==> config.mk <==
export PLATFORM = sky130hd
export DESIGN_NAME = hazard_control_unit_flat
export DESIGN_NICKNAME = d
export VERILOG_FILES = /design/src/rtl/mips_pkg.sv /design/src/rtl/hazard_control_unit_if.sv /design/src/rtl/md_cycle_counter.sv /design/src/rtl/hazard_control_unit.sv /design/src/flat_wrapper.sv
export SDC_FILE = /design/constraint.sdc
export NUM_CORES = 1
export LEC_CHECK = 0
export ABC_CLOCK_PERIOD_IN_PS = 3500
export CORE_MARGIN = 4
export CORE_UTILIZATION = 41
export DETAILED_ROUTE_END_ITERATION = 10
export GPL_TIMING_DRIVEN = 0
export PLACE_DENSITY = 0.81
export SYNTH_ARGS = -nofsm -noshare
export SYNTH_HDL_FRONTEND = slang
export SYNTH_SLANG_ARGS = --single-unit
==> constraint.sdc <==
create_clock -name clk -period 3.5 [get_ports clk]
set_clock_uncertainty 0.15 [all_clocks]
set_input_delay 0.7 -clock clk [delete_from_list [all_inputs] [get_ports clk]]
set_output_delay 0.7 -clock clk [all_outputs]
set_load 0.02 [all_outputs]
==> src/rtl/mips_pkg.sv <==
// mips_pkg: shared mult/div FSM encoding and default latencies for the MIPS pipeline.
package mips_pkg;
    localparam int MUL_CYCLES_DEF = 4;
    localparam int DIV_CYCLES_DEF = 32;
    typedef enum logic {MD_IDLE = 1'b0, MD_RUN = 1'b1} md_state_t;
endpackage

==> src/rtl/hazard_control_unit_if.sv <==
// hazard_control_unit_if: pipeline hazard inputs and stall/flush/mult-div status outputs.
interface hazard_control_unit_if;
    logic       id_ex_mem_read;
    logic [4:0] id_ex_instr_rt;
    logic [4:0] if_id_instr_rs;
    logic [4:0] if_id_instr_rt;
    logic       id_uses_rt;
    logic       ex_branch_taken;
    logic       md_start;
    logic       md_is_div;
    logic       id_hilo_use;
    logic       pc_write;
    logic       if_id_write;
    logic       if_id_flush;
    logic       id_ex_flush;
    logic       md_busy;
    logic       md_done;
    modport master (
        output id_ex_mem_read, id_ex_instr_rt, if_id_instr_rs, if_id_instr_rt, id_uses_rt,
               ex_branch_taken, md_start, md_is_div, id_hilo_use,
        input  pc_write, if_id_write, if_id_flush, id_ex_flush, md_busy, md_done
    );
    modport slave (
        input  id_ex_mem_read, id_ex_instr_rt, if_id_instr_rs, if_id_instr_rt, id_uses_rt,
               ex_branch_taken, md_start, md_is_div, id_hilo_use,
        output pc_write, if_id_write, if_id_flush, id_ex_flush, md_busy, md_done
    );
endinterface

==> src/rtl/md_cycle_counter.sv <==
// md_cycle_counter: tracks mult/div occupancy; busy for N cycles after start, done on the last.
module md_cycle_counter
    import mips_pkg::*;
#(
    parameter int MUL_CYCLES = MUL_CYCLES_DEF,
    parameter int DIV_CYCLES = DIV_CYCLES_DEF
) (
    input  logic clk,
    input  logic rst,
    input  logic start,
    input  logic is_div,
    output logic busy,
    output logic done
);
    localparam int CW = $clog2(DIV_CYCLES + 1);
    localparam logic [CW-1:0] MUL_LD = CW'(MUL_CYCLES);
    localparam logic [CW-1:0] DIV_LD = CW'(DIV_CYCLES);
    localparam logic [CW-1:0] ONE    = CW'(1);

    md_state_t     state_q, state_d;
    logic [CW-1:0] cnt_q, cnt_d;

    always_ff @(posedge clk or posedge rst) begin
        if (rst) begin
            state_q <= MD_IDLE;
            cnt_q   <= '0;
        end else begin
            state_q <= state_d;
            cnt_q   <= cnt_d;
        end
    end

    // start is ignored while running; the upstream hilo stall keeps a second op out of EX
    always_comb begin
        state_d = state_q;
        cnt_d   = cnt_q;
        if (state_q == MD_IDLE) begin
            if (start) begin
                cnt_d   = is_div ? DIV_LD : MUL_LD;
                state_d = MD_RUN;
            end
        end else begin
            cnt_d   = (cnt_q == '0) ? '0 : cnt_q - ONE;
            state_d = (cnt_q <= ONE) ? MD_IDLE : MD_RUN;
        end
    end

    assign busy = (state_q == MD_RUN);
    assign done = busy && (cnt_q == ONE);
endmodule

==> src/rtl/hazard_control_unit.sv <==
// hazard_control_unit: load-use and hi/lo stall detection plus branch flush for the 5-stage pipeline.
module hazard_control_unit
    import mips_pkg::*;
#(
    parameter int MUL_CYCLES = MUL_CYCLES_DEF,
    parameter int DIV_CYCLES = DIV_CYCLES_DEF
) (
    input logic                  clk,
    input logic                  rst,
    hazard_control_unit_if.slave hz
);
    logic load_use, md_hazard, stall, busy, done;

    md_cycle_counter #(
        .MUL_CYCLES(MUL_CYCLES),
        .DIV_CYCLES(DIV_CYCLES)
    ) u_md (
        .clk   (clk),
        .rst   (rst),
        .start (hz.md_start),
        .is_div(hz.md_is_div),
        .busy  (busy),
        .done  (done)
    );

    assign load_use  = hz.id_ex_mem_read && (hz.id_ex_instr_rt != 5'd0) &&
                       ((hz.id_ex_instr_rt == hz.if_id_instr_rs) ||
                        (hz.id_uses_rt && (hz.id_ex_instr_rt == hz.if_id_instr_rt)));
    assign md_hazard = busy && hz.id_hilo_use;
    // a taken branch squashes the stalled instruction anyway; reset forces the idle pattern
    assign stall     = (load_use || md_hazard) && !hz.ex_branch_taken && !rst;

    assign hz.pc_write    = !stall;
    assign hz.if_id_write = !stall;
    assign hz.if_id_flush = hz.ex_branch_taken && !rst;
    assign hz.id_ex_flush = (stall || hz.ex_branch_taken) && !rst;
    assign hz.md_busy     = busy;
    assign hz.md_done     = done;
endmodule

==> src/flat_wrapper.sv <==
// flat-port wrapper written by rule: the top's interface ports become plain ports
module hazard_control_unit_flat import mips_pkg::*;
#(
    parameter int MUL_CYCLES = MUL_CYCLES_DEF,
    parameter int DIV_CYCLES = DIV_CYCLES_DEF
)
  (clk, rst, hz_id_ex_mem_read, hz_id_ex_instr_rt, hz_if_id_instr_rs, hz_if_id_instr_rt, hz_id_uses_rt, hz_ex_branch_taken, hz_md_start, hz_md_is_div, hz_id_hilo_use, hz_pc_write, hz_if_id_write, hz_if_id_flush, hz_id_ex_flush, hz_md_busy, hz_md_done);
  hazard_control_unit_if hz_i ();
  input logic clk;
  input logic rst;
  input wire logic [$bits(hz_i.id_ex_mem_read)-1:0] hz_id_ex_mem_read;
  input wire logic [$bits(hz_i.id_ex_instr_rt)-1:0] hz_id_ex_instr_rt;
  input wire logic [$bits(hz_i.if_id_instr_rs)-1:0] hz_if_id_instr_rs;
  input wire logic [$bits(hz_i.if_id_instr_rt)-1:0] hz_if_id_instr_rt;
  input wire logic [$bits(hz_i.id_uses_rt)-1:0] hz_id_uses_rt;
  input wire logic [$bits(hz_i.ex_branch_taken)-1:0] hz_ex_branch_taken;
  input wire logic [$bits(hz_i.md_start)-1:0] hz_md_start;
  input wire logic [$bits(hz_i.md_is_div)-1:0] hz_md_is_div;
  input wire logic [$bits(hz_i.id_hilo_use)-1:0] hz_id_hilo_use;
  output wire logic [$bits(hz_i.pc_write)-1:0] hz_pc_write;
  output wire logic [$bits(hz_i.if_id_write)-1:0] hz_if_id_write;
  output wire logic [$bits(hz_i.if_id_flush)-1:0] hz_if_id_flush;
  output wire logic [$bits(hz_i.id_ex_flush)-1:0] hz_id_ex_flush;
  output wire logic [$bits(hz_i.md_busy)-1:0] hz_md_busy;
  output wire logic [$bits(hz_i.md_done)-1:0] hz_md_done;
  assign hz_i.id_ex_mem_read = hz_id_ex_mem_read;
  assign hz_i.id_ex_instr_rt = hz_id_ex_instr_rt;
  assign hz_i.if_id_instr_rs = hz_if_id_instr_rs;
  assign hz_i.if_id_instr_rt = hz_if_id_instr_rt;
  assign hz_i.id_uses_rt = hz_id_uses_rt;
  assign hz_i.ex_branch_taken = hz_ex_branch_taken;
  assign hz_i.md_start = hz_md_start;
  assign hz_i.md_is_div = hz_md_is_div;
  assign hz_i.id_hilo_use = hz_id_hilo_use;
  assign hz_pc_write = hz_i.pc_write;
  assign hz_if_id_write = hz_i.if_id_write;
  assign hz_if_id_flush = hz_i.if_id_flush;
  assign hz_id_ex_flush = hz_i.id_ex_flush;
  assign hz_md_busy = hz_i.md_busy;
  assign hz_md_done = hz_i.md_done;
  hazard_control_unit #(.MUL_CYCLES(MUL_CYCLES), .DIV_CYCLES(DIV_CYCLES)) u_core (.clk(clk), .rst(rst), .hz(hz_i));
endmodule
### After elaboration in Yosys (flattened, before gate mapping)

Cells that the tools add are included.

| word-level totals | value |
|---|---|
| memory bits (read-only) | 0 |
| input port bits | 23 |
| latch bits | 0 |
| logic and storage cells | 32 |
| memories kept | 0 |
| output and inout bits | 6 |
| bits in registers | 7 |
| RAM bits | 0 |

| cells by class | value |
|---|---|
| muxes and demuxes | 7 |
| shift operators | 0 |
| add/sub/neg operators | 1 |
| divide/modulo/power cells | 0 |
| order comparisons | 1 |
| bitwise gates (word level) | 0 |
| equality and inequality tests | 3 |
| reductions and logical operators | 18 |
| multiply operators | 0 |

Operator list:

| kind | count |
|---|---|
| 6-bit 2-to-1 mux | 4 |
| 5-bit == test | 2 |
| 1-bit logical AND | 9 |
| 6-bit by 1-bit == test with 1-bit output, second input constant | 1 |
| 6-bit by 1-bit <= comparator with 1-bit output, second input constant | 1 |
| 6-bit logical NOT | 1 |
| 6-bit by 1-bit subtractor with 6-bit output, second input constant | 1 |
| 5-bit nonzero test | 1 |
| 1-bit logical NOT | 3 |
| 1-bit logical OR | 3 |
| 1-bit 2-to-1 mux | 3 |
| 2-bit nonzero test | 1 |

### Logic depth before layout (Yosys ltp)

| depth | value |
|---|---|
| word-level depth | 9 |
| mapped depth | 5 |

### Modules after synthesis

Synthesis repeated with hierarchy kept, for this count alone.

| second synthesis, totals | value |
|---|---|
| cell total of the unflattened synthesis | 74 |
| area, all modules | 625.6 µm² |

Modules (own cells, without submodules):

| module | times used | area an instance (µm²) | cells each |
|---|---|---|---|
| md_cycle_counter | 1 | 447.9 | 48 |
| hazard_control_unit | 1 | 177.7 | 26 |

### Least setup slack after synthesis

No wires, ideal clock.

| timing path | value |
|---|---|
| kind | input-to-output |
| start | input port hz_id_ex_instr_rt[0] |
| end | output port hz_pc_write |
| stages on the path | 4 |
| data required time | 2.650 ns |
| buffers on the path | 1 |
| arrival time | 2.069 ns |
| path slack | 0.581 ns |
| cell sequence | or4_1 o21a_1 a31oi_1 buf_4 |

| on the way | value |
|---|---|
| longest elaborated chain between the ends | 8 |
| elaborated cells on any way between the ends | 11 |

RTL lines:

| element | line | text |
|---|---|---|
| from (decl) | flat_wrapper.sv:12 | `input wire logic [$bits(hz_i.id_ex_instr_rt)-1:0] hz_id_ex_instr_rt;` |
| 5-bit == test | hazard_control_unit.sv:28 | `(hz.id_uses_rt && (hz.id_ex_instr_rt == hz.if_id_instr_rt)));` |
| 1-bit logical AND | hazard_control_unit.sv:28 |  |
| 1-bit logical OR | hazard_control_unit.sv:27 | `((hz.id_ex_instr_rt == hz.if_id_instr_rs) \|\|` |
| 1-bit logical AND * | hazard_control_unit.sv:26 | `assign load_use = hz.id_ex_mem_read && (hz.id_ex_instr_rt != 5'd0) &&` |
| 1-bit logical OR * | hazard_control_unit.sv:31 | `assign stall = (load_use \|\| md_hazard) && !hz.ex_branch_taken && !rst;` |
| 1-bit logical AND * (2 in series) | hazard_control_unit.sv:31 |  |
| 1-bit logical NOT * | -- |  |
| to (decl) | flat_wrapper.sv:20 | `output wire logic [$bits(hz_i.pc_write)-1:0] hz_pc_write;` |

Every way passes the cells marked *; elsewhere a longest branch is shown, timed or not.

### Worst setup path in the final report

| timing path | value |
|---|---|
| start | input port hz_id_ex_instr_rt[0] |
| end | output port hz_pc_write |

| on the way | value |
|---|---|
| longest elaborated chain between the ends | 8 |
| elaborated cells on any way between the ends | 11 |

RTL lines:

| element | line | text |
|---|---|---|
| 5-bit == test | hazard_control_unit.sv:28 |  |
| 1-bit logical AND | hazard_control_unit.sv:28 |  |
| 1-bit logical OR | hazard_control_unit.sv:27 |  |
| 1-bit logical AND * | hazard_control_unit.sv:26 |  |
| 1-bit logical OR * | hazard_control_unit.sv:31 |  |
| 1-bit logical AND * (2 in series) | hazard_control_unit.sv:31 |  |
| 1-bit logical NOT * | hazard_control_unit.sv:33 | `assign hz.pc_write = !stall;` |

Marks and branches as above.

==> results.json <==
{
  "cts_root_buffer": "clkbuf_4",
  "ys_seq_area_frac": 0.297,
  "drive_above_1_share": 0.0686,
  "postRouteAntennaNets": 0,
  "fin_crit_ns": 3.43,
  "fmax_ghz": 0.291,
  "fin_crit_sh": 0.981,
  "die_w_um": 45.9,
  "worstPathArrival_ns": 2.58,
  "dpl_cell_area_sq_um": 888,
  "cp_slowest_cell": "or4_1",
  "total_power_w": 0.000539,
  "synth_edf_count": 0,
  "combinationalPowerShare": 0.553,
  "dr.pass1.iters": 4,
  "crit_type": "input port to primary output",
  "clk_pin_slew_ns": 0.05,
  "track_usage": 0.168,
  "fp.coreArea_sq_mm": 0.00133,
  "synth_ff_type": "dfrtp_1",
  "ys_top_cells_by_count": "xnor2_1, nand2_1, dfrtp_1",
  "wirelength_mm": 1.51,
  "worst_slew_pin_slew_ns": 0.345,
  "antenna_found_initial": 0,
  "routed_via_density": 5.31,
  "powerDensity_mw_per_mm2": 592,
  "syn_to_final_growth_pct": 54.6,
  "cp_slowest_stage_delay_ns": 0.54,
  "grt_max_degree": 10,
  "dieArea_sq_mm": 0.00211,
  "clkLatencyLatePin_ns": 0.26,
  "cts_setup_buffers": 0,
  "drc": 0,
  "holdBufCountCts": 0,
  "synth_most_common_cell": "xnor2_1",
  "required_ns": 2.65,
  "synth_nets": 96,
  "grt_pass1_vias": 596,
  "numCtsBuffers": 3,
  "final_nets": 129,
  "ctsHtreeMaxLevel": 1,
  "vdd_drop_max_mv": 0.481,
  "fin_util": 0.683,
  "grt_pass1_wl_mm": 2.50,
  "critPathLaunchType": "input port",
  "ys_seq_elements": 7,
  "place.gp.congestion": 0.760,
  "synth_area_leaders": "dfrtp_1, xnor2_1, ha_1",
  "relSlewSlack": 0.768,
  "switching_share": 0.422,
  "grt_setup_unrepaired": "false",
  "portBuffers": 28,
  "syn_area_sq_um": 589,
  "synthDistinctLibCells": 29,
  "cts_tree": "done",
  "num_rows": 13,
  "maxCapViolCount": 0,
  "avgSynthCellArea_sq_um": 8.42,
  "drv_slew": 0,
  "cp-end-kind": "primary output",
  "fp.dieH_um": 45.9,
  "p_seq_frac": 0.309,
  "leakage_nw": 0.369,
  "power.net_switching_w": 0.000228,
  "hold-worst-slack_ns": 0.372,
  "initial_core_util": 0.442,
  "place_inst": 113,
  "wire_per_inst_um": 12.9,
  "n_antenna_cell": 0,
  "run_status": "finished clean",
  "design_area_sq_um": 911,
  "ios": 29,
  "hold_violations": 0,
  "synth-async-reset-ratio": 1.00,
  "synth_top_cell_by_area": "dfrtp_1",
  "grt-ovfl-total": 0,
  "setup_violations": 0,
  "path_max_fanout": 3,
  "synthCells": 70,
  "cts_sinks": 7,
  "path_cells": "clkdlybuf4s50_1, or4_1, o21a_1, a31oi_1, buf_4, dlygate4sd2_1",
  "synth_warnings": 0,
  "num_vias": 621,
  "min_path_type": "flip-flop to flip-flop",
  "cts_buffer_depth": 2,
  "synth_top_area_share": 0.297,
  "clkPwrFrac": 0.138,
  "intPower_w": 0.000312,
  "drtIter0Drc": 8,
  "final_cells": 117
}
==> sequential cells by signal, indices dropped and copies added (netlist names) <==
signal	flops
u_core.u_md.busy	1
u_core.u_md.cnt_q	6
==> layout by cell type, fill, tap and decap left out, drive strengths merged, types with 2 or more instances in the layout <==
| cell | n |
|---|---|
| o22ai | 3 |
| nand3 | 3 |
| dfrtp | 7 |
| xnor2 | 11 |
| inv | 4 |
| ha | 3 |
| nand2 | 9 |
| mux2i | 2 |
| o21ai | 4 |
| nor3 | 2 |
| nor2 | 3 |
| clkdlybuf4s50 | 25 |
| clkbuf | 5 |
| dlygate4sd2 | 3 |
| a31oi | 2 |
| a21oi | 2 |
==> metrics by stage <==
stage | setup WS [ns] | TNS (ns)
4_1_cts | 0.0475 | 0
5_1_grt | 0.00818 | 0
3_5_place_dp | -0.233 | -0.399
6_report | 0.0678 | 0
2_1_floorplan | 0.581 | 0
3_3_place_gp | -0.199 | -0.333
==> logic make-up after synthesis <==
| logic type | after synthesis | share of synthesized area |
|---|---|---|
| and+or+nand+nor | 25 | 0.225 |
| muxes | 2 | 0.0340 |
| AOI/OAI and AO/OA | 15 | 0.157 |
| adders and majority gates | 3 | 0.0637 |
| xor gates and xnor gates | 12 | 0.178 |
| DFF | 7 | 0.297 |
| buffers and inverters | 6 | 0.0446 |
==> layer usage <==
layer,up-vias,global-route usage,part of all wire
met3,4,0.0711,0.074
met5,-,0,0
met2,19,0.277,0.52
met4,0,0.0341,0.0066
li1,305,-,-
met1,293,0.202,0.40
==> power by group through the flow <==
| stage | Combinational, W | Sequential, W | Clock [W] |
|---|---|---|---|
| 6_report | 0.000298 | 0.000166 | 0.0000743 |
| 3_5_place_dp | 0.000299 | 0.000166 | 0 |
| 2_1_floorplan | 0.000202 | 0.000164 | 0 |
| 3_3_place_gp | 0.000288 | 0.000164 | 0 |
| 5_1_grt | 0.000338 | 0.000174 | 0.0000796 |
| 4_1_cts | 0.000298 | 0.000166 | 0.0000750 |
==> worst max-delay path: cells and delay by family <==
family / cells / cell delay, ns
simple gates: 1 / 0.54
compound gates: 2 / 0.42
buf+inv: 3 / 0.93
==> area by class of cell <==
type                            count  area [sq um]
Tap cell                           15          18.8
Buffer                              2          11.3
Clock buffer                        4          26.3
Sequential cell                     7           175
Inverter                            4          15.0
Timing Repair Buffer               28           277
Fill cell                         117           423
Multi-Input combinational cell     57           388
==> worst paths after layout <==
path | start | endpoint | slack, ns | depth (start not counted)
max in group asynchronous | rst | u_core.u_md.cnt_q[3] | 2.30 | 2
min reg2reg | u_core.u_md.cnt_q[1] | u_core.u_md.cnt_q[1] | 0.37 | 2
min | u_core.u_md.cnt_q[1] | u_core.u_md.cnt_q[1] | 0.37 | 2
max | hz_id_ex_instr_rt[0] | hz_pc_write | 0.07 | 6
max reg2reg | u_core.u_md.cnt_q[2] | u_core.u_md.cnt_q[5] | 1.94 | 4
min in group asynchronous | rst | u_core.u_md.cnt_q[4] | 0.66 | 2
==> timing repair <==
| action | in CTS | in global routing |
|---|---|---|
| gates resized for setup | 3 | 0 |
| endpoints found under the setup margin | 3 | 0 |
| endpoints found under the hold margin | 0 | 0 |
No activity file was read; power rests on OpenSTA's default activity.
